`src/rtl/exec_mul_sequencer_if.sv`:
```
// Execute <-> multiply sequencer handshake. Execute drives the master side;
// the sequencer sits on the slave side.
interface exec_mul_sequencer_if;
    logic        startIn;
    logic        signedIn;
    logic [63:0] operand1In;
    logic [63:0] operand2In;
    logic        killIn;
    logic        wbStallIn;
    logic        busyOut;
    logic        resultValidOut;
    logic [63:0] resultLowOut;
    logic [63:0] resultHighOut;

    modport master (
        output startIn, signedIn, operand1In, operand2In, killIn, wbStallIn,
        input  busyOut, resultValidOut, resultLowOut, resultHighOut
    );

    modport slave (
        input  startIn, signedIn, operand1In, operand2In, killIn, wbStallIn,
        output busyOut, resultValidOut, resultLowOut, resultHighOut
    );
endinterface

```
`src/rtl/exec_mul_sequencer.sv`:
```
// Iterative 64x64->128 shift-add multiplier for Execute (MUL/IMUL).
// Sign-magnitude: multiply magnitudes, negate the 128-bit product at the end.
module exec_mul_sequencer #(
    parameter int BITS_PER_STEP = 8
) (
    input  logic                   clk,
    input  logic                   reset_n,
    exec_mul_sequencer_if.slave    bus
);
    localparam int N  = 64 / BITS_PER_STEP;
    localparam int CW = (N > 1) ? $clog2(N) : 1;
    localparam int PW = 64 + BITS_PER_STEP;

    typedef enum logic [1:0] {IDLE, BUSY, DONE} state_e;

    state_e         state_q, state_d;
    logic [63:0]    mcand_q, mcand_d;
    logic [63:0]    mplier_q, mplier_d;
    logic [127:0]   acc_q, acc_d;
    logic [CW-1:0]  cnt_q, cnt_d;
    logic           neg_q, neg_d;
    logic [63:0]    res_lo_q, res_lo_d;
    logic [63:0]    res_hi_q, res_hi_d;

    logic [PW-1:0]  pp;
    logic [6:0]     shamt;
    logic [127:0]   acc_sum;
    logic [127:0]   fin;
    logic           last;

    // Operand bit 0 in Execute's numbering is the MSB, i.e. bit 63 here.
    function automatic logic [63:0] mag(input logic [63:0] x, input logic sgn);
        return (sgn && x[63]) ? (~x + 64'd1) : x;
    endfunction

    always_comb begin
        state_d  = state_q;
        mcand_d  = mcand_q;
        mplier_d = mplier_q;
        acc_d    = acc_q;
        cnt_d    = cnt_q;
        neg_d    = neg_q;
        res_lo_d = res_lo_q;
        res_hi_d = res_hi_q;

        pp      = {{BITS_PER_STEP{1'b0}}, mcand_q} *
                  {{64{1'b0}}, mplier_q[BITS_PER_STEP-1:0]};
        shamt   = 7'(cnt_q * BITS_PER_STEP);
        acc_sum = acc_q + ({{(128-PW){1'b0}}, pp} << shamt);
        fin     = neg_q ? (~acc_sum + 128'd1) : acc_sum;
        last    = (cnt_q == CW'(N - 1));

        // Kill wins over everything, including a start and a final step.
        if (bus.killIn) begin
            state_d = IDLE;
        end else begin
            unique case (state_q)
                IDLE: begin
                    if (bus.startIn) begin
                        state_d  = BUSY;
                        mcand_d  = mag(bus.operand1In, bus.signedIn);
                        mplier_d = mag(bus.operand2In, bus.signedIn);
                        neg_d    = bus.signedIn & (bus.operand1In[63] ^ bus.operand2In[63]);
                        acc_d    = '0;
                        cnt_d    = '0;
                    end
                end
                BUSY: begin
                    acc_d    = acc_sum;
                    mplier_d = mplier_q >> BITS_PER_STEP;
                    cnt_d    = cnt_q + CW'(1);
                    if (last) begin
                        state_d  = DONE;
                        res_lo_d = fin[63:0];
                        res_hi_d = fin[127:64];
                    end
                end
                DONE: begin
                    if (!bus.wbStallIn) state_d = IDLE;
                end
                default: state_d = IDLE;
            endcase
        end
    end

    always_ff @(posedge clk or negedge reset_n) begin
        if (!reset_n) begin
            state_q  <= IDLE;
            mcand_q  <= '0;
            mplier_q <= '0;
            acc_q    <= '0;
            cnt_q    <= '0;
            neg_q    <= 1'b0;
            res_lo_q <= '0;
            res_hi_q <= '0;
        end else begin
            state_q  <= state_d;
            mcand_q  <= mcand_d;
            mplier_q <= mplier_d;
            acc_q    <= acc_d;
            cnt_q    <= cnt_d;
            neg_q    <= neg_d;
            res_lo_q <= res_lo_d;
            res_hi_q <= res_hi_d;
        end
    end

    assign bus.busyOut        = (state_q != IDLE);
    assign bus.resultValidOut = (state_q == DONE);
    assign bus.resultLowOut   = res_lo_q;
    assign bus.resultHighOut  = res_hi_q;
endmodule

```
`src/flat_wrapper.sv`:
```
// flat-port wrapper written by rule: the top's interface ports become plain ports
module exec_mul_sequencer_flat 
#(
    parameter int BITS_PER_STEP = 8
)
  (clk, reset_n, bus_startIn, bus_signedIn, bus_operand1In, bus_operand2In, bus_killIn, bus_wbStallIn, bus_busyOut, bus_resultValidOut, bus_resultLowOut, bus_resultHighOut);
  exec_mul_sequencer_if bus_i ();
  input  logic clk;
  input  logic reset_n;
  input wire logic [$bits(bus_i.startIn)-1:0] bus_startIn;
  input wire logic [$bits(bus_i.signedIn)-1:0] bus_signedIn;
  input wire logic [$bits(bus_i.operand1In)-1:0] bus_operand1In;
  input wire logic [$bits(bus_i.operand2In)-1:0] bus_operand2In;
  input wire logic [$bits(bus_i.killIn)-1:0] bus_killIn;
  input wire logic [$bits(bus_i.wbStallIn)-1:0] bus_wbStallIn;
  output wire logic [$bits(bus_i.busyOut)-1:0] bus_busyOut;
  output wire logic [$bits(bus_i.resultValidOut)-1:0] bus_resultValidOut;
  output wire logic [$bits(bus_i.resultLowOut)-1:0] bus_resultLowOut;
  output wire logic [$bits(bus_i.resultHighOut)-1:0] bus_resultHighOut;
  assign bus_i.startIn = bus_startIn;
  assign bus_i.signedIn = bus_signedIn;
  assign bus_i.operand1In = bus_operand1In;
  assign bus_i.operand2In = bus_operand2In;
  assign bus_i.killIn = bus_killIn;
  assign bus_i.wbStallIn = bus_wbStallIn;
  assign bus_busyOut = bus_i.busyOut;
  assign bus_resultValidOut = bus_i.resultValidOut;
  assign bus_resultLowOut = bus_i.resultLowOut;
  assign bus_resultHighOut = bus_i.resultHighOut;
  exec_mul_sequencer #(.BITS_PER_STEP(BITS_PER_STEP)) u_core (.clk(clk), .reset_n(reset_n), .bus(bus_i));
endmodule
```
`config.mk`:
```
export PLATFORM = sky130hd
export DESIGN_NAME = exec_mul_sequencer_flat
export DESIGN_NICKNAME = d
export VERILOG_FILES = /design/src/rtl/exec_mul_sequencer_if.sv /design/src/rtl/exec_mul_sequencer.sv /design/src/flat_wrapper.sv
export SDC_FILE = /design/constraint.sdc
export NUM_CORES = 2
export LEC_CHECK = 0
export ABC_AREA = 1
export CAP_MARGIN = 5
export CORE_AREA = 2 2 385 387
export DETAILED_ROUTE_END_ITERATION = 10
export DIE_AREA = 0 0 387 389
export GPL_ROUTABILITY_DRIVEN = 0
export SYNTH_ARGS = -nofsm -noshare
export SYNTH_HDL_FRONTEND = slang
export SYNTH_SLANG_ARGS = --single-unit
export TNS_END_PERCENT = 10
```
`constraint.sdc`:
```
create_clock -name clk -period 15 [get_ports clk]
set_clock_uncertainty 0.05 [all_clocks]
set_input_delay 3.75 -clock clk [delete_from_list [all_inputs] [get_ports clk]]
set_output_delay 3.75 -clock clk [all_outputs]
set_load 0.1 [all_outputs]
```
Yosys cells after proc, flatten, opt, wreduce, memory -nomap -nowiden
Cells that the tools add are included.
Storage, ports and cells
  word-level logic and storage cells: 51
  input bits: 134
  output and inout bits: 130
  register bits: 390
Cells by class
  equal/unequal tests: 7
  bitwise gates (word level): 6
  reduce and logical (&&, ||, !) cells: 9
  add/subtract/negate cells: 5
  shift operators: 1
  multiplexer cells: 14
  multipliers: 1
Operators with widths (count)
  $mux 128: 2
  $pmux 128 s2: 1
  $mux 64: 3
  $add 128x1->128 const B: 1
  $add 128x128->128: 1
  $add 64x1->64 const B: 2
  $not 128->128: 1
  $not 64->64: 2
  $pmux 64 s2: 1
  $shl 72x6->128: 1
  $mul 64x8->72: 1
  $reduce_and 3->1: 4
  $mux 2: 4
  $ne 3x3->1 const B: 2
  $pmux 2 s3: 1
  $pmux 3 s2: 1
  $reduce_bool 2->1: 2
  $add 3x1->3 const B: 1
  $eq 3x3->1 const B: 1
  $mux 3: 1
  $ne 3x2->1 const B: 1
  $eq 2x1->1 const B: 1
  $eq 2x2->1 const B: 1
  $logic_and 1x1->1: 2
  5 further kinds: 5

Depth between registers and ports, before layout
  word-level depth: 6
  depth in mapped cells: 61
  mapped depth without buffers: 59

Worst setup path before layout
OpenSTA, ideal clock, no wires.
  kind: flip-flop to flip-flop
  start point: reg u_core.mplier_q[7]
  end point: reg u_core.res_hi_q[59] (netlist: u_core.bus.resultHighOut[59])
  buffers on the path: 2
  slack: 7.145 ns
  library setup time: 0.120 ns
  arrival time: 7.685 ns
  clock period less this slack: 7.855 ns
  data required time: 14.830 ns
  stages on the path, launching flop included: 49
  path through: dfrtp_1 -> clkbuf_1 -> buf_1 -> nand2_1 -> fa_1 -> fa_1 -> inv_1 -> fa_1 -> inv_1 -> fa_1 -> inv_1 -> ha_1 -> a21oi_1 -> inv_1 -> a21oi_1 -> inv_1 -> nand2_1 -> nand2_1 -> [... 13 more ...] -> nor2_1 -> inv_1 -> nor2_1 -> nand2_1 -> nor2_1 -> nand2_1 -> nand3_1 -> nand2_1 -> nand2_1 -> nand2_1 -> nor2_1 -> nand3_1 -> nor2_1 -> nand3_2 -> nand2_2 -> nand3_1 -> nand3_1 -> nand2_1
On the way
  cells in the longest elaborated chain, start to end: 6
RTL lines
  from (decl): line exec_mul_sequencer.sv:18  | logic [63:0] mplier_q, mplier_d;
  from (signal assigned): line exec_mul_sequencer.sv:99  | mplier_q <= mplier_d;
  $mul 64x8->72 *: line exec_mul_sequencer.sv:46  | pp = {{BITS_PER_STEP{1'b0}}, mcand_q} *
  $shl 72x6->128 *: line exec_mul_sequencer.sv:49  | acc_sum = acc_q + ({{(128-PW){1'b0}}, pp} << shamt);
  $add 128x128->128 *: line exec_mul_sequencer.sv:49
  $not 128->128: line exec_mul_sequencer.sv:50  | fin = neg_q ? (~acc_sum + 128'd1) : acc_sum;
  $add 128x1->128: line exec_mul_sequencer.sv:50
  $mux 128 *: line exec_mul_sequencer.sv:50
  to (signal assigned): line exec_mul_sequencer.sv:104  | res_hi_q <= res_hi_d;
  to (decl): line exec_mul_sequencer.sv:23  | logic [63:0] res_hi_q, res_hi_d;
Every way passes the cells marked *; elsewhere a longest branch is shown, timed or not.
A chain may end at the register's enable or synchronous reset.

Worst setup path after layout
  start point: reg u_core.mplier_q[4]
  end point: reg u_core.res_hi_q[59] (netlist: u_core.bus.resultHighOut[59])
The elaborated chain is that of the path after synthesis.

==> flow_metrics.env <==
export IMPL_period_share_pct=75.2
export IMPL_dp_hpwl_um=189000
export IMPL_grt_pass1_wl_um=353000
export IMPL_yosysWarnings=0
export IMPL_viasPerCell=5.23
export IMPL_crit_buf_inv=8
export IMPL_final_layout_size_suffix_gt1_share_pct=4.16
export IMPL_syn2layout_area_growth_pct=10.5
export IMPL_clk_pin_slew_ns=0.06
export IMPL_antenna_found_initial=2
export IMPL_cp_max_fo=41
export IMPL_grt_ovfl_total=0
export IMPL_cts_hold_buf=0
export IMPL_synth_avg_cell_area_um2=5.88
export IMPL_report_final_setup_viol=0
export IMPL_htreeDepth=2
export IMPL_grt_setup_unrepaired="false"
export IMPL_cts_resized=0
export IMPL_cts_setup_buffers=0
export IMPL_postLayoutSetupSlackWorst_ns=3.72
export IMPL_syn_area_um2=58100
export IMPL_wl_um=231000
export IMPL_worstSetupPathType="reg2reg"
export IMPL_fin_crit_ns=11.28
export IMPL_fp_dieW_um=387
export IMPL_hold_viol=0
export IMPL_io_buffers=263
export IMPL_critPathMaxStageDelay_ns=0.72
export IMPL_row_count=141
export IMPL_max_clock_freq_ghz=0.0887
export IMPL_die_h_um=389
export IMPL_diodes=0
export IMPL_layout_cells_most_common_list="nand2_1, inv_1, nor2_1"
export IMPL_fp_dieArea_um2=151000
export IMPL_cts_buffers=52
export IMPL_synthCells=9878
export IMPL_syn_nets=10600
export IMPL_crit_top_cell="nand2_1"
export IMPL_synth_edff_count=0
export IMPL_pre_cts_slack_ns=4.26
export IMPL_grt_pass1_vias=60000
export IMPL_path_delay_family="simple AND/OR/NAND/NOR gates"
export IMPL_first_pass_iters=6
export IMPL_synthFlopType="dfrtp_1"
export IMPL_clock_sinks=390
export IMPL_grt_use_total_pct=30.4
export IMPL_setup_tns_ns=0
export IMPL_tightest_slew_ns=1.17
export IMPL_hold_path_class="reg2reg"
export IMPL_critPathCaptureType="flip-flop"
export IMPL_outcome="finished, final reports clean"
export IMPL_nets=10700
export IMPL_vias=62300
export IMPL_startpoint_type="flip-flop"
export IMPL_report_final_slew_viol_count=0
export IMPL_ioPinCount=264
export IMPL_final_common_cell="nand2_1"
export IMPL_clockBufferDepth=3
export IMPL_critPathSlowestCell="dfrtp_2"
export IMPL_clock_latency_ns=0.69
export IMPL_cap_violations=0
export IMPL_drt_wirelength_per_cell_um=19.4
export IMPL_drc=0
export IMPL_cts_tree="done"
export IMPL_cp_required_ns=15.54
export IMPL_yosys_cell_types_count=59
export IMPL_ys_seq_area_share_pct=16.8
export IMPL_crit_arrival_ns=11.82
export IMPL_cts_root_buffer="clkbuf_16"
export IMPL_grt_max_degree=178
export IMPL_start_util_pct=39.6
export IMPL_drt_antenna_violating_nets=0
export IMPL_synth_ff_latch_count=390
export IMPL_synth_async_reset_ratio_pct=100
export IMPL_max_slew_margin_pct=22.2
export IMPL_drtIter0Drc=7392
export IMPL_core_um2=147000
==> flip-flops by register name (all words and copies together) (netlist names) <==
register	count
u_core.neg_q	1
u_core.bus.resultLowOut	64
u_core.mplier_q	64
u_core.state_q	2
u_core.acc_q	128
u_core.mcand_q	64
u_core.bus.resultHighOut	64
u_core.cnt_q	3
==> path summary, 6_finish.rpt <==
path | start | to | slack [ns] | cells after the start
max in group asynchronous | reset_n | u_core.mplier_q[3] | 9.76 | 3
min reg2reg | u_core.bus.resultLowOut[2] | u_core.bus.resultLowOut[2] | 0.43 | 2
min | u_core.bus.resultLowOut[2] | u_core.bus.resultLowOut[2] | 0.43 | 2
min in group asynchronous | reset_n | u_core.bus.resultLowOut[21] | 3.07 | 1
max | u_core.mplier_q[4] | u_core.bus.resultHighOut[59] | 3.72 | 47
max reg2reg | u_core.mplier_q[4] | u_core.bus.resultHighOut[59] | 3.72 | 47
==> stage by stage <==
step           hold slack (ns)  std cells  instance area [um^2]  utilization, %
2_1_floorplan            0.394       9878                 58100               -
3_3_place_gp             0.410      11800                 62300            42.5
3_5_place_dp             0.412      11800                 62300            42.5
4_1_cts                  0.429      11900                 64200            43.8
5_1_grt                  0.451      11900                 64200            43.8
6_report                 0.431      11900                 64200            43.8
==> worst register-to-register path, delay by kind of cell (launching register included) <==
family,cells,cell delay (ns)
buffers and inverters,8,1.05
AOI/OAI and AO/OA,7,1.85
and+or+nand+nor,26,4.58
adders and majority gates,6,2.91
DFF,1,0.72
==> cell type report <==
class	count	area, um^2
clock buffers	66	1420
fillers	15900	82400
repair buffers	299	2920
multi-input cells	7129	39500
well taps	1930	2410
inverters	2062	7740
clock inverters	30	415
flip-flops and latches	390	9780
==> layer usage <==
metal,vias up,track usage (%),part of all wire [%]
met4,4,16.2,6.3
li1,29900,-,-
met3,569,6.91,10
met5,-,0,0.010
met1,28900,39.5,40
met2,2950,47.1,43
==> cells in the mapped netlist (15+ instances only) <==
library cell | count | area (um^2)
o211ai_1 | 26 | 195
fa_1 | 373 | 7470
inv_1 | 2020 | 7580
xnor2_1 | 60 | 526
nand3b_1 | 28 | 210
nand2_1 | 3534 | 13300
o21ai_1 | 25 | 125
nand4_1 | 76 | 475
buf_1 | 58 | 218
a21oi_1 | 285 | 1430
nor3_1 | 69 | 345
nor2_2 | 60 | 375
ha_1 | 224 | 2800
o21ai_0 | 606 | 3030
nand3_1 | 499 | 2500
nand3_2 | 33 | 330
nand2_2 | 74 | 463
inv_2 | 33 | 124
nor2_1 | 798 | 3000
o31ai_1 | 15 | 113
xor2_1 | 144 | 1260
a31oi_1 | 17 | 106
or2_2 | 36 | 225
dfrtp_1 | 390 | 9760
nor4_1 | 34 | 213
clkbuf_1 | 233 | 875
==> logic make-up after synthesis <==
logic type	count (synthesis)	share of synthesized area [%]
buf+inv	2359	15.3
xor+xnor	205	3.10
compound gates	1044	9.58
simple gates	5278	37.5
flops	390	16.8
fa+ha+maj	597	17.7
mux	5	0.0862
Power is not shown: default switching activity piles up to over one toggle a cycle in this logic, so the estimate is an artifact.
